## src/rtl/root_pkg.sv

```systemverilog
`default_nettype none
// ============================================================================
//  Module      : root_pkg
//  Description : Shared widths, FSM state codes and the job record used by
//                the root job dispatcher and its request FIFO.
//  Revision    : 1.0 - initial release
// ============================================================================
package root_pkg;

    localparam int RADICAND_W = 10;
    localparam int DEGREE_W   = 3;
    localparam int ROOT_FRAC  = 10;
    // The largest root (degree 1) is the radicand itself, so the integer part
    // of the Q format needs as many bits as the radicand.
    localparam int ROOT_W     = RADICAND_W + ROOT_FRAC;

    // Dispatcher FSM state codes
    localparam int STATE_W = 3;
    typedef logic [STATE_W-1:0] root_state_t;
    localparam logic [2:0] ST_IDLE  = 3'd0;
    localparam logic [2:0] ST_LOAD  = 3'd1;
    localparam logic [2:0] ST_HOLD  = 3'd2;
    localparam logic [2:0] ST_WAIT  = 3'd3;
    localparam logic [2:0] ST_DRAIN = 3'd4;
    localparam logic [2:0] ST_RESP  = 3'd5;

    typedef struct packed {
        logic [RADICAND_W-1:0] radicand;
        logic [DEGREE_W-1:0]   degree;
    } root_job_t;

endpackage
`default_nettype wire

```

## src/rtl/root_req_fifo.sv

```systemverilog
`default_nettype none
// ============================================================================
//  Module      : root_req_fifo
//  Description : Synchronous FIFO of root jobs with full/empty flags.
//                Pointers carry one extra wrap bit to tell full from empty.
//  Revision    : 1.0 - initial release
// ============================================================================
module root_req_fifo
    import root_pkg::*;
#(
    parameter int FIFO_DEPTH = 4
) (
    input  logic      clk,
    input  logic      rst_n,
    input  logic      push,
    input  root_job_t push_job,
    input  logic      pop,
    output root_job_t head_job,
    output logic      full,
    output logic      empty
);

    localparam int PTR_W = $clog2(FIFO_DEPTH);
    localparam logic [PTR_W:0] PTR_ONE = {{PTR_W{1'b0}}, 1'b1};

    root_job_t        mem_q [FIFO_DEPTH];
    root_job_t        mem_d [FIFO_DEPTH];
    logic [PTR_W:0]   wr_ptr_q, wr_ptr_d;
    logic [PTR_W:0]   rd_ptr_q, rd_ptr_d;

    assign empty    = (wr_ptr_q == rd_ptr_q);
    assign full     = (wr_ptr_q[PTR_W] != rd_ptr_q[PTR_W]) &&
                      (wr_ptr_q[PTR_W-1:0] == rd_ptr_q[PTR_W-1:0]);
    assign head_job = mem_q[rd_ptr_q[PTR_W-1:0]];

    // Next-state for storage and pointers; overflow/underflow attempts are ignored
    always_comb begin
        mem_d    = mem_q;
        wr_ptr_d = wr_ptr_q;
        rd_ptr_d = rd_ptr_q;
        if (push && !full) begin
            mem_d[wr_ptr_q[PTR_W-1:0]] = push_job;
            wr_ptr_d = wr_ptr_q + PTR_ONE;
        end
        if (pop && !empty) begin
            rd_ptr_d = rd_ptr_q + PTR_ONE;
        end
    end

    // Pointer and storage registers; storage is pure datapath and is not reset
    always_ff @(posedge clk) begin
        if (!rst_n) begin
            wr_ptr_q <= '0;
            rd_ptr_q <= '0;
        end else begin
            wr_ptr_q <= wr_ptr_d;
            rd_ptr_q <= rd_ptr_d;
        end
        mem_q <= mem_d;
    end

endmodule
`default_nettype wire

```

## src/rtl/root_job_dispatcher.sv

```systemverilog
`default_nettype none
// ============================================================================
//  Module      : root_job_dispatcher
//  Description : Buffers root jobs, drives the n-th root engine one job at a
//                time and returns each Q10.10 result on a valid/ready port.
//                Optional engine watchdog enabled by ROOT_DISP_TIMEOUT_EN.
//  Revision    : 1.0 - initial release
// ============================================================================
module root_job_dispatcher
    import root_pkg::*;
#(
    parameter int FIFO_DEPTH  = 4,
    parameter int TIMEOUT_CYC = 64
) (
    input  logic                  clk,
    input  logic                  rst_n,
    input  logic                  req_valid,
    output logic                  req_ready,
    input  logic [RADICAND_W-1:0] req_radicand,
    input  logic [DEGREE_W-1:0]   req_degree,
    output logic                  eng_in_valid,
    output logic [RADICAND_W-1:0] eng_in_data_1,
    output logic [DEGREE_W-1:0]   eng_in_data_2,
    input  logic                  eng_out_valid,
    input  logic [ROOT_W-1:0]     eng_out_data,
    output logic                  rsp_valid,
    input  logic                  rsp_ready,
    output logic [ROOT_W-1:0]     rsp_root,
    output logic [DEGREE_W-1:0]   rsp_degree,
    output logic                  rsp_err
);

    root_job_t             head_job;
    logic                  fifo_full;
    logic                  fifo_empty;
    logic                  fifo_pop;
    logic                  rsp_fire;
    logic                  wdog_expired;
    logic                  eng_quiet;

    root_state_t           state_q,      state_d;
    logic [RADICAND_W-1:0] eng_data_1_q, eng_data_1_d;
    logic [DEGREE_W-1:0]   eng_data_2_q, eng_data_2_d;
    logic                  rsp_valid_q,  rsp_valid_d;
    logic [ROOT_W-1:0]     rsp_root_q,   rsp_root_d;
    logic [DEGREE_W-1:0]   rsp_degree_q, rsp_degree_d;
    logic                  rsp_err_q,    rsp_err_d;

    // Ready is withheld while reset is asserted
    assign req_ready = rst_n && !fifo_full;
    assign rsp_fire  = rsp_valid_q && rsp_ready;

    root_req_fifo #(
        .FIFO_DEPTH (FIFO_DEPTH)
    ) u_req_fifo (
        .clk      (clk),
        .rst_n    (rst_n),
        .push     (req_valid && req_ready),
        .push_job ('{radicand: req_radicand, degree: req_degree}),
        .pop      (fifo_pop),
        .head_job (head_job),
        .full     (fifo_full),
        .empty    (fifo_empty)
    );

`ifdef ROOT_DISP_TIMEOUT_EN
    localparam int WDOG_W = (TIMEOUT_CYC > 1) ? $clog2(TIMEOUT_CYC) : 1;
    localparam logic [WDOG_W-1:0] WDOG_LAST = WDOG_W'(TIMEOUT_CYC - 1);
    localparam logic [WDOG_W-1:0] WDOG_ONE  = {{(WDOG_W-1){1'b0}}, 1'b1};

    logic              wdog_active;
    logic [WDOG_W-1:0] wdog_q, wdog_d;

    assign wdog_active  = (state_q == ST_WAIT) || (state_q == ST_DRAIN);
    assign wdog_expired = wdog_active && (wdog_q == WDOG_LAST);
    // A result that straggles in after a timeout must drain before the next job
    assign eng_quiet    = !eng_out_valid;

    // Watchdog counts only while the engine owns the job
    always_comb begin
        wdog_d = '0;
        if (wdog_active && !wdog_expired) begin
            wdog_d = wdog_q + WDOG_ONE;
        end
    end

    // Watchdog register
    always_ff @(posedge clk) begin
        if (!rst_n) begin
            wdog_q <= '0;
        end else begin
            wdog_q <= wdog_d;
        end
    end
`else
    assign wdog_expired = 1'b0;
    assign eng_quiet    = 1'b1;

    // TIMEOUT_CYC has no effect without the watchdog
    if (TIMEOUT_CYC < 1) begin : g_no_watchdog
    end
`endif

    // Job sequencing: pop, strobe the engine, capture, drain, respond
    always_comb begin
        state_d      = state_q;
        eng_data_1_d = eng_data_1_q;
        eng_data_2_d = eng_data_2_q;
        rsp_valid_d  = rsp_valid_q;
        rsp_root_d   = rsp_root_q;
        rsp_degree_d = rsp_degree_q;
        rsp_err_d    = rsp_err_q;
        fifo_pop     = 1'b0;

        case (state_q)
            ST_IDLE: begin
                if (!fifo_empty && !rsp_valid_q && !eng_out_valid) begin
                    fifo_pop = 1'b1;
                    if (head_job.degree == '0) begin
                        // Degree 0 has no root: reject without touching the engine
                        rsp_valid_d  = 1'b1;
                        rsp_err_d    = 1'b1;
                        rsp_root_d   = '0;
                        rsp_degree_d = head_job.degree;
                        state_d      = ST_RESP;
                    end else begin
                        eng_data_1_d = head_job.radicand;
                        eng_data_2_d = head_job.degree;
                        state_d      = ST_LOAD;
                    end
                end
            end
            ST_LOAD: begin
                state_d = ST_HOLD;
            end
            ST_HOLD: begin
                state_d = ST_WAIT;
            end
            ST_WAIT, ST_DRAIN: begin
                if (wdog_expired) begin
                    rsp_valid_d  = 1'b1;
                    rsp_err_d    = 1'b1;
                    rsp_root_d   = '0;
                    rsp_degree_d = eng_data_2_q;
                    state_d      = ST_RESP;
                end else if (state_q == ST_WAIT) begin
                    if (eng_out_valid) begin
                        rsp_root_d   = eng_out_data;
                        rsp_degree_d = eng_data_2_q;
                        rsp_err_d    = 1'b0;
                        state_d      = ST_DRAIN;
                    end
                end else if (!eng_out_valid) begin
                    // Multi-cycle engine valid has ended; result is safe to present
                    rsp_valid_d = 1'b1;
                    state_d     = ST_RESP;
                end
            end
            ST_RESP: begin
                if (rsp_fire) begin
                    rsp_valid_d  = 1'b0;
                    eng_data_1_d = '0;
                    eng_data_2_d = '0;
                end
                if ((rsp_fire || !rsp_valid_q) && eng_quiet) begin
                    state_d = ST_IDLE;
                end
            end
            default: begin
                state_d = ST_IDLE;
            end
        endcase
    end

    // FSM, engine operand and response registers
    always_ff @(posedge clk) begin
        if (!rst_n) begin
            state_q      <= ST_IDLE;
            eng_data_1_q <= '0;
            eng_data_2_q <= '0;
            rsp_valid_q  <= 1'b0;
            rsp_root_q   <= '0;
            rsp_degree_q <= '0;
            rsp_err_q    <= 1'b0;
        end else begin
            state_q      <= state_d;
            eng_data_1_q <= eng_data_1_d;
            eng_data_2_q <= eng_data_2_d;
            rsp_valid_q  <= rsp_valid_d;
            rsp_root_q   <= rsp_root_d;
            rsp_degree_q <= rsp_degree_d;
            rsp_err_q    <= rsp_err_d;
        end
    end

    assign eng_in_valid  = (state_q == ST_LOAD);
    assign eng_in_data_1 = eng_data_1_q;
    assign eng_in_data_2 = eng_data_2_q;
    assign rsp_valid     = rsp_valid_q;
    assign rsp_root      = rsp_root_q;
    assign rsp_degree    = rsp_degree_q;
    assign rsp_err       = rsp_err_q;

endmodule
`default_nettype wire

```

## config.mk

```make
export PLATFORM = sky130hd
export DESIGN_NAME = root_job_dispatcher
export DESIGN_NICKNAME = d
export VERILOG_FILES = /design/src/rtl/root_pkg.sv /design/src/rtl/root_req_fifo.sv /design/src/rtl/root_job_dispatcher.sv
export SDC_FILE = /design/constraint.sdc
export NUM_CORES = 1
export LEC_CHECK = 0
export CAP_MARGIN = 10
export CORE_UTILIZATION = 51
export CTS_BUF_LIST = sky130_fd_sc_hd__clkbuf_2
export DETAILED_ROUTE_END_ITERATION = 10
export PLACE_DENSITY_LB_ADDON = 0.12
export SLEW_MARGIN = 20
export SYNTH_ARGS = -nofsm -noshare
export SYNTH_HDL_FRONTEND = slang
export SYNTH_SLANG_ARGS = --single-unit
```

## constraint.sdc

```tcl
create_clock -name clk -period 5.75 [get_ports clk]
set_input_delay 1.15 -clock clk [delete_from_list [all_inputs] [get_ports clk]]
set_output_delay 1.15 -clock clk [all_outputs]
set_load 0.1 [all_outputs]
```

==> results of run 1 <==
==> layer usage <==
layer | GRT usage | vias up | part of all wire
met2 | 0.325 | 75 | 0.47
met1 | 0.281 | 1173 | 0.48
met5 | 0 | - | 0
met4 | 0.0736 | 0 | 0.015
met3 | 0.0351 | 11 | 0.038
li1 | - | 1192 | -
==> final cells by class <==
cell class	count	area share
Timing Repair Buffer	79	0.164
Multi-Input combinational cell	156	0.267
Sequential cell	99	0.523
Clock inverter	4	0.00575
Inverter	3	0.00235
Tap cell	99	0.0259
Clock buffer	12	0.0125
==> how the worst min path moves through the flow <==
stage	from	end	slack (ns)
CTS	eng_in_data_1[8]	eng_in_data_1[8]	0.48
finish	eng_in_data_1[8]	eng_in_data_1[8]	0.47
floorplan	u_req_fifo.wr_ptr_q[1]	u_req_fifo.wr_ptr_q[1]	0.49
global route	eng_in_data_1[1]	eng_in_data_1[1]	0.50
global placement	eng_in_data_1[2]	eng_in_data_1[2]	0.45
detailed placement	eng_in_data_1[8]	eng_in_data_1[8]	0.45
==> cell usage after synthesis, types with 2 or more instances <==
cell                        n
sky130_fd_sc_hd__nand3_1   15
sky130_fd_sc_hd__ha_1       5
sky130_fd_sc_hd__nand3_2    3
sky130_fd_sc_hd__nand2_1   23
sky130_fd_sc_hd__o21ai_2   13
sky130_fd_sc_hd__dfxtp_1   47
sky130_fd_sc_hd__a311oi_1   4
sky130_fd_sc_hd__clkbuf_1  10
sky130_fd_sc_hd__xnor2_1    6
sky130_fd_sc_hd__edfxtp_1  52
sky130_fd_sc_hd__mux2i_1    3
sky130_fd_sc_hd__buf_6      6
sky130_fd_sc_hd__xor2_1     2
sky130_fd_sc_hd__mux4_2    13
sky130_fd_sc_hd__a21oi_1   10
sky130_fd_sc_hd__nor3_1     3
sky130_fd_sc_hd__a22o_1    20
sky130_fd_sc_hd__and3_1     5
sky130_fd_sc_hd__inv_1      3
sky130_fd_sc_hd__nor2_1    10
==> logic make-up after synthesis <==
family                   count (synthesis)
flip-flops                              99
AND/OR/NAND/NOR                         68
AO/OA/AOI/OAI                           59
buffers and inverters                   21
multiplexers                            16
XOR/XNOR                                 8
adder cells (fa/ha/maj)                  5
==> power by group through the flow <==
stage,Sequential [mW],Clock (mW),Combinational [mW]
2_1_floorplan,1.03,0,0.299
3_3_place_gp,0.874,0,0.568
3_5_place_dp,0.875,0,0.572
4_1_cts,0.860,0.286,0.573
5_1_grt,0.872,0.316,0.607
6_report,0.859,0.278,0.572
==> critical path: stages <==
cell	delay, ns
sky130_fd_sc_hd__clkdlybuf4s50_1	0.46
sky130_fd_sc_hd__buf_4	0.23
sky130_fd_sc_hd__inv_1	0.23
sky130_fd_sc_hd__a31oi_1	0.44
sky130_fd_sc_hd__buf_4	0.38
==> state kept, by name, summed over array words and instances (netlist names) <==
register             flops
rsp_root                20
u_req_fifo.rd_ptr_q      3
rsp_valid                1
eng_in_data_1           10
state_q                  3
rsp_degree               3
rsp_err                  1
u_req_fifo.mem_q        52
eng_in_data_2            3
u_req_fifo.wr_ptr_q      3
==> run summary, run 1 <==
After routing, the total negative slack on setup checks comes to 0 ns. The net load switching power is 669 uW. The number of buffers created by CTS came out at 9. The proportion of synthesized chip area in sequential cells came out at 0.640.

The worst setup slack after placement came out at 1.72 ns. The biggest area contributor in the post-synthesis netlist is sky130_fd_sc_hd__edfxtp_1. The power per unit of standard cell area came out at 357 nW/um^2. The clock transition at the registers of the reported paths is 0.25 ns.

TritonCTS built the clock tree. The placed instances occupy a cell area of 4700 um^2. STA classifies the critical path endpoint as an output pin. The proportion of synthesized area in mux cells is 0.0826. The diode insertion count for antenna repair is 0. STA classifies the critical path startpoint as an input pin.

The post-synthesis adder-cell area fraction came out at 0.0160. The post-DP HPWL is 5.01 mm. The total die area is 8020 um^2. The number of hold violations in the final report is 0. Sorting the synthesized cells by area gives the leading types as sky130_fd_sc_hd__edfxtp_1 40%, sky130_fd_sc_hd__dfxtp_1 24%, sky130_fd_sc_hd__mux4_2 7.5%. The post-synthesis simple-gate area fraction is 0.0874. The share of power burned in registers came out at 0.502.

The worst-case headroom to the max-slew limit came out at 0.343. Relative to the synthesized area, the layout overhead comes to 22.6%. The worst register-to-register path begins at u_req_fifo.rd_ptr_q[1]. The class of the tightest hold or removal check is flop to flop. The number of gates resized after CTS came out at 0. The post-synthesis cell area is 3910 um^2. The total core area came out at 7330 um^2. The per-cell via count in the routed design came out at 5.42. When the netlist entered floorplanning its net count stood at 319. The maximum clock skew at final layout came out at 0.0393 ns. After routing the design area is 4790 um^2.

The required time at the worst-slack endpoint is 4.60 ns. The number of iterations in the first detailed-routing pass came out at 4. The internal cell power is 1.04 mW. Synthesis produced a netlist whose cell count is 276. The endpoint of the lowest-slack register-to-register path is eng_in_data_1[2]. The number of DRC markers after the initial detailed-route iteration is 139. Static timing analysis puts the maximum clock frequency at 248 MHz. The slew of the pin with the lowest slew margin is 0.983 ns. The average cell area after synthesis came out at 14.2 um^2.

The predominant post-synthesis flop cell is sky130_fd_sc_hd__edfxtp_1. For the worst setup path, the data arrival time is 2.89 ns. After detailed routing, the number of remaining DRC violations is 0.

Counting every sink on the clock net gives 99. The share of Yosys cell area claimed by the top area cell type came out at 0.400. The shortest period the worst path allows is 4.04 ns. The y dimension of the die is 89.5 um. The fraction of the mapped netlist area in compound gates is 0.124.

After detailed routing, the average wire length per cell comes to 16.2 um. The depth of the worst register-to-register path came out at 5. Setup repair after global routing left no endpoint under its margin. The post-route worst hold slack came out at 0.475 ns.

The fraction of layout instances using a drive strength above 1 is 0.150. The worst-path maximum fanout is 19. The floorplan has 31 rows. The post-synthesis cell type count came out at 43. The number of ports placed on the die boundary is 78. The initial core utilization is 0.533. The total via count after detailed routing came out at 2,451.

The area share of xor/xnor cells in the synthesized design came out at 0.0179. The total area of multi-input combinational cells is 1280 um^2. Once the clock tree was built, the setup fixing pass inserted 0 buffers. The most common library cell in the layout ignoring fill and taps is sky130_fd_sc_hd__clkdlybuf4s50_1. The first-pass GRT wire length came out at 11.9 mm.

Buffers placed on the I/O ports in this run total 77. IR analysis of the VDD net gives a maximum drop of 0.175 mV. The setup slack of the most critical reg-to-reg path came out at 2.97 ns.

The count of final max-slew check failures was 0. The via count of the first global-routing pass is 2,400. The synthesized design contains 52 enable-type register cells. The tree is rooted in a sky130_fd_sc_hd__clkbuf_2.

The initial antenna violation count came to 0. The clock power share is 0.163. The insertion delay of the later-clocked pin in the worst-skew pair is 0.53 ns.

The total power after layout came out at 1.71 mW. For this run the aggregate overflow at the end of global routing stands at 0. The timing endpoint of the critical path is req_ready. The cell depth of the worst min-delay path came out at 2. The finished layout holds 452 standard cells, fillers aside. The share of the clock period used by the worst path is 0.703. The number of buffers on the longest clock path is 2. The number of placed instances, taps included, is 436. The filler cells instantiated in the layout total 574.

The source of the critical timing path is rst_n. The width of the chip is 89.5 um. The number of buffers inserted for hold repair after clock tree synthesis is 0.

The pin count of the biggest net entering global routing is 27. The combinational family with the most area after synthesis is compound AO/OA/AOI/OAI gates. The area taken by flip-flops and latches is 2500 um^2. The standby leakage power came out at 1.63 nW. The total global routing track utilization came out at 0.203. The residual antenna-violating net count after detailed routing is 0.

The critical path class is input pin to output pin. The total detailed-routing wirelength came out at 7.32 mm. Max-cap violations in this run came to 0.

For this run, the share of the core covered by cells in the final layout is 0.653. At the end of the flow, the number of nets in the layout was 391. Synthesis inferred 99 register bits.

In the layout the commonest cells are 76 x sky130_fd_sc_hd__clkdlybuf4s50_1, 52 x sky130_fd_sc_hd__edfxtp_1, 46 x sky130_fd_sc_hd__dfxtp_1, 23 x sky130_fd_sc_hd__nand2_1, 20 x sky130_fd_sc_hd__a22o_1. The share of async-settable or async-resettable flops after synthesis is 0. The least setup slack across all paths after layout is 1.71 ns. The deepest level of the CTS H-tree came out at 3. Of the total power, the share spent switching nets is 0.391. The run finished with clean final reports. The total setup violations reported at the end of the flow came out at 0. During synthesis, Yosys emitted a total of 0 warnings. The part of the power in combinational logic came out at 0.335. The weighted congestion reported at the end of routability-driven placement came out at 0.801.
Note: power is estimated with default switching activity, not from simulation.
==> run 2, diff against run 1 <==
- CORE_UTILIZATION: 51 -> 48
- clock period: 5.75 -> 3.35 ns (I/O delays scaled with it)
==> run 2 against run 1 <==
  * Register-to-register slack got worse by 2.3 ns
  * Worst setup slack worse by 1.4 ns
  * Sequential cell count unchanged
  * Sequential power grew 70%
  * Total power grew 76%
  * Clock-buffer cell count down 3
  * Combinational power is 77% higher
  * Global-route usage fell by 1.8 points
  * Critical path type is now flop to output pin
  * Largest power group unchanged
  * Highest routed layer unchanged
==> run summary, run 2 (synthesis results as in run 1) <==
The width of the chip came out at 92.2 um (was 89.5 um). The clock power share is 0.176 (was 0.163). The deepest level of the CTS H-tree is 3 (unchanged).

The number of iterations in the first detailed-routing pass is 4 (unchanged). The share of the clock period used by the worst path came out at 0.896. The setup TNS is 0 ns (unchanged). The count of final max-slew check failures came out at 0 (unchanged). The share of power burned in registers was 0.486 (was 0.502).

The clock tree from TritonCTS is built (unchanged). Status: finished, final reports clean (unchanged). Most frequent cells in the layout: 52 x sky130_fd_sc_hd__edfxtp_1, 47 x sky130_fd_sc_hd__dfxtp_1, 44 x sky130_fd_sc_hd__buf_4, 43 x sky130_fd_sc_hd__clkdlybuf4s50_1, 23 x sky130_fd_sc_hd__nand2_1 (was 76 x sky130_fd_sc_hd__clkdlybuf4s50_1, 52 x sky130_fd_sc_hd__edfxtp_1, 46 x sky130_fd_sc_hd__dfxtp_1, 23 x sky130_fd_sc_hd__nand2_1, 20 x sky130_fd_sc_hd__a22o_1).

The y dimension of the die came out at 92.2 um (was 89.5 um). The number of DRC markers after the initial detailed-route iteration came out at 141 (was 139). The clock transition at the registers of the reported paths is 0.27 ns (was 0.25 ns).

The layout filler cell count is 625 (was 574). The routed wirelength normalized by instance count is 15.9 um (was 16.2 um). The root buffer selected by CTS is sky130_fd_sc_hd__clkbuf_2 (unchanged). The total cell area at the placement stage is 4710 um^2 (was 4700 um^2).

The data arrival time of the critical path came out at 2.33 ns (was 2.89 ns). The initial core utilization is 0.500 (was 0.533). The slew of the pin with the lowest slew margin is 0.971 ns (was 0.983 ns). The per-cell via count in the routed design was 5.35 (was 5.42). The power per unit of standard cell area came to 623 nW/um^2 (was 357 nW/um^2). The worst-case headroom to the max-slew limit came out at 0.351 (was 0.343). The area of all placed cells without fillers is 4820 um^2 (was 4790 um^2). The part of the power in combinational logic is 0.338 (was 0.335).

The internal cell power came out at 1.79 mW (was 1.04 mW). The critical path class is flop to output pin (was input pin to output pin). The total setup violations reported at the end of the flow is 0 (unchanged). The remaining routing DRC violations was 0 (unchanged). The fraction of layout instances using a drive strength above 1 came out at 0.268 (was 0.150).

The count of input and output buffers came out at 77 (unchanged). The total detailed-routing wirelength came out at 7.37 mm (was 7.32 mm). The residual antenna-violating net count after detailed routing is 0 (unchanged). The net count of the finished layout is 400 (was 391).

The shortest period the worst path allows is 3.00 ns. The switching portion of total power is 0.402 (was 0.391). The least setup slack across all paths after layout is 0.349 ns (was 1.71 ns). The initial antenna violation count is 0 (unchanged). The number of buffers created by CTS came out at 9 (unchanged). The maximum vdd drop is 0.219 mV (was 0.175 mV).

The diode insertion count for antenna repair is 0 (unchanged). The first-pass GRT wire length is 11.8 mm (was 11.9 mm). The post-DP HPWL came to 5.12 mm (was 5.01 mm). The worst setup slack after placement is 0.399 ns (was 1.72 ns). The number of hold violations in the final report is 0 (unchanged). The relative area change from synthesis to final layout was 23.3% (was 22.6%). The remaining global-route overflow is 0 (unchanged).

The most common library cell in the layout ignoring fill and taps is sky130_fd_sc_hd__edfxtp_1 (was sky130_fd_sc_hd__clkdlybuf4s50_1). The number of buffers on the longest clock path is 2 (unchanged). The weighted congestion reported at the end of routability-driven placement came to 0.785 (was 0.801). The number of flip-flops in the largest register came out at 52 (unchanged). The net load switching power came out at 1.21 mW (was 669 uW). The number of gates resized after CTS is 0 (unchanged).

The total global routing track utilization is 0.184 (was 0.203). The via count of the first global-routing pass came to 2,345 (was 2,400). The post-CTS setup buffer count is 0 (unchanged). The total via count after detailed routing is 2,483 (was 2,451). The number of ports placed on the die boundary came to 78 (unchanged). The number of buffers inserted for hold repair after clock tree synthesis is 0 (unchanged). The maximum clock skew at final layout is 0.0265 ns (was 0.0393 ns). Setup repair after global routing missed its margin: false (unchanged). The number of maximum-capacitance violations came out at 0 (unchanged). The category of the worst setup path launch point is a flop (was input pin).

The type of destination of the critical path is an output pin (unchanged). The worst-path maximum fanout was 9 (was 19). The register containing the most flip-flops in the final layout was u_req_fifo.mem_q (unchanged). The standby leakage power is 1.76 nW (was 1.63 nW). The timing-limited maximum frequency came out at 333 MHz.

The total die area is 8510 um^2 (was 8020 um^2). The insertion delay of the later-clocked pin in the worst-skew pair is 0.56 ns (was 0.53 ns). The number of core rows is 32 (was 31). The class of the tightest hold or removal check is flop to flop (unchanged). The total power after layout came out at 3.00 mW (was 1.71 mW). The total core area is 7810 um^2 (was 7330 um^2). The total number of clock tree sinks came to 99 (unchanged).

The required time at the worst-slack endpoint came out at 2.68 ns (was 4.60 ns). The pin count of the biggest net entering global routing came out at 27 (unchanged).
==> run 2: cell count changes in the layout (fill, tap and decap cells not counted), moves of 2 or more <==
cell                              change
sky130_fd_sc_hd__buf_4               +41
sky130_fd_sc_hd__clkbuf_2             -3
sky130_fd_sc_hd__clkdlybuf4s50_1     -33
sky130_fd_sc_hd__inv_6                +2
==> run 2: through the flow <==
step | hold slack [ns] | utilization | cells
after floorplan | 0.491 | - | 276
after global placement | 0.451 | 0.604 | 448
after detailed placement | 0.452 | 0.604 | 448
after CTS | 0.482 | 0.617 | 464
after global routing | 0.490 | 0.617 | 464
final | 0.478 | 0.617 | 464
==> run 2: final timing paths <==
path	from	to	slack, ns	cells after the start
hold reg to reg	eng_in_data_1[6]	eng_in_data_1[6]	0.48	2
hold / removal	eng_in_data_1[6]	eng_in_data_1[6]	0.48	2
setup reg to reg	u_req_fifo.rd_ptr_q[0]	rsp_root[6]	0.71	5
setup / recovery	u_req_fifo.rd_ptr_q[0]	req_ready	0.35	4
==> run 2: power by group through the flow <==
stage / logic [mW] / clock network (mW) / registers [mW]
2_1_floorplan: 0.518 / 0 / 1.77
3_3_place_gp: 1.01 / 0 / 1.48
3_5_place_dp: 1.02 / 0 / 1.49
4_1_cts: 1.02 / 0.539 / 1.46
5_1_grt: 1.08 / 0.590 / 1.48
6_report: 1.01 / 0.529 / 1.46
==> run 2: area by class of cell <==
class | count | area, um^2 | share of cell area
clock buffers | 9 | 45.0 | 0.00935
clock inverters | 7 | 58.8 | 0.0122
inverters | 3 | 11.3 | 0.00234
multi-input cells | 156 | 1290 | 0.268
flip-flops and latches | 99 | 2500 | 0.519
well taps | 102 | 128 | 0.0265
repair buffers | 88 | 781 | 0.162
==> run 2: critical path, stage by stage, from the launching register on <==
cell                      delay, ns
sky130_fd_sc_hd__dfxtp_1       0.72
sky130_fd_sc_hd__buf_4         0.26
sky130_fd_sc_hd__xnor2_1       0.12
sky130_fd_sc_hd__a31oi_2       0.43
sky130_fd_sc_hd__buf_12        0.24
==> run 2: routing by layer <==
metal  up-vias  track usage  wire [um]
met3         9       0.0307        278
met1      1199        0.255       3500
met4         0       0.0781        119
li1       1219            -          -
met2        56        0.287       3470
met5         -            0          0
==> run 3, diff against run 2 <==
- CTS_CLUSTER_DIAMETER: unset -> 150
==> results of run 3 <==
The final DEF is identical to that of run 2; final timing and power are the same.
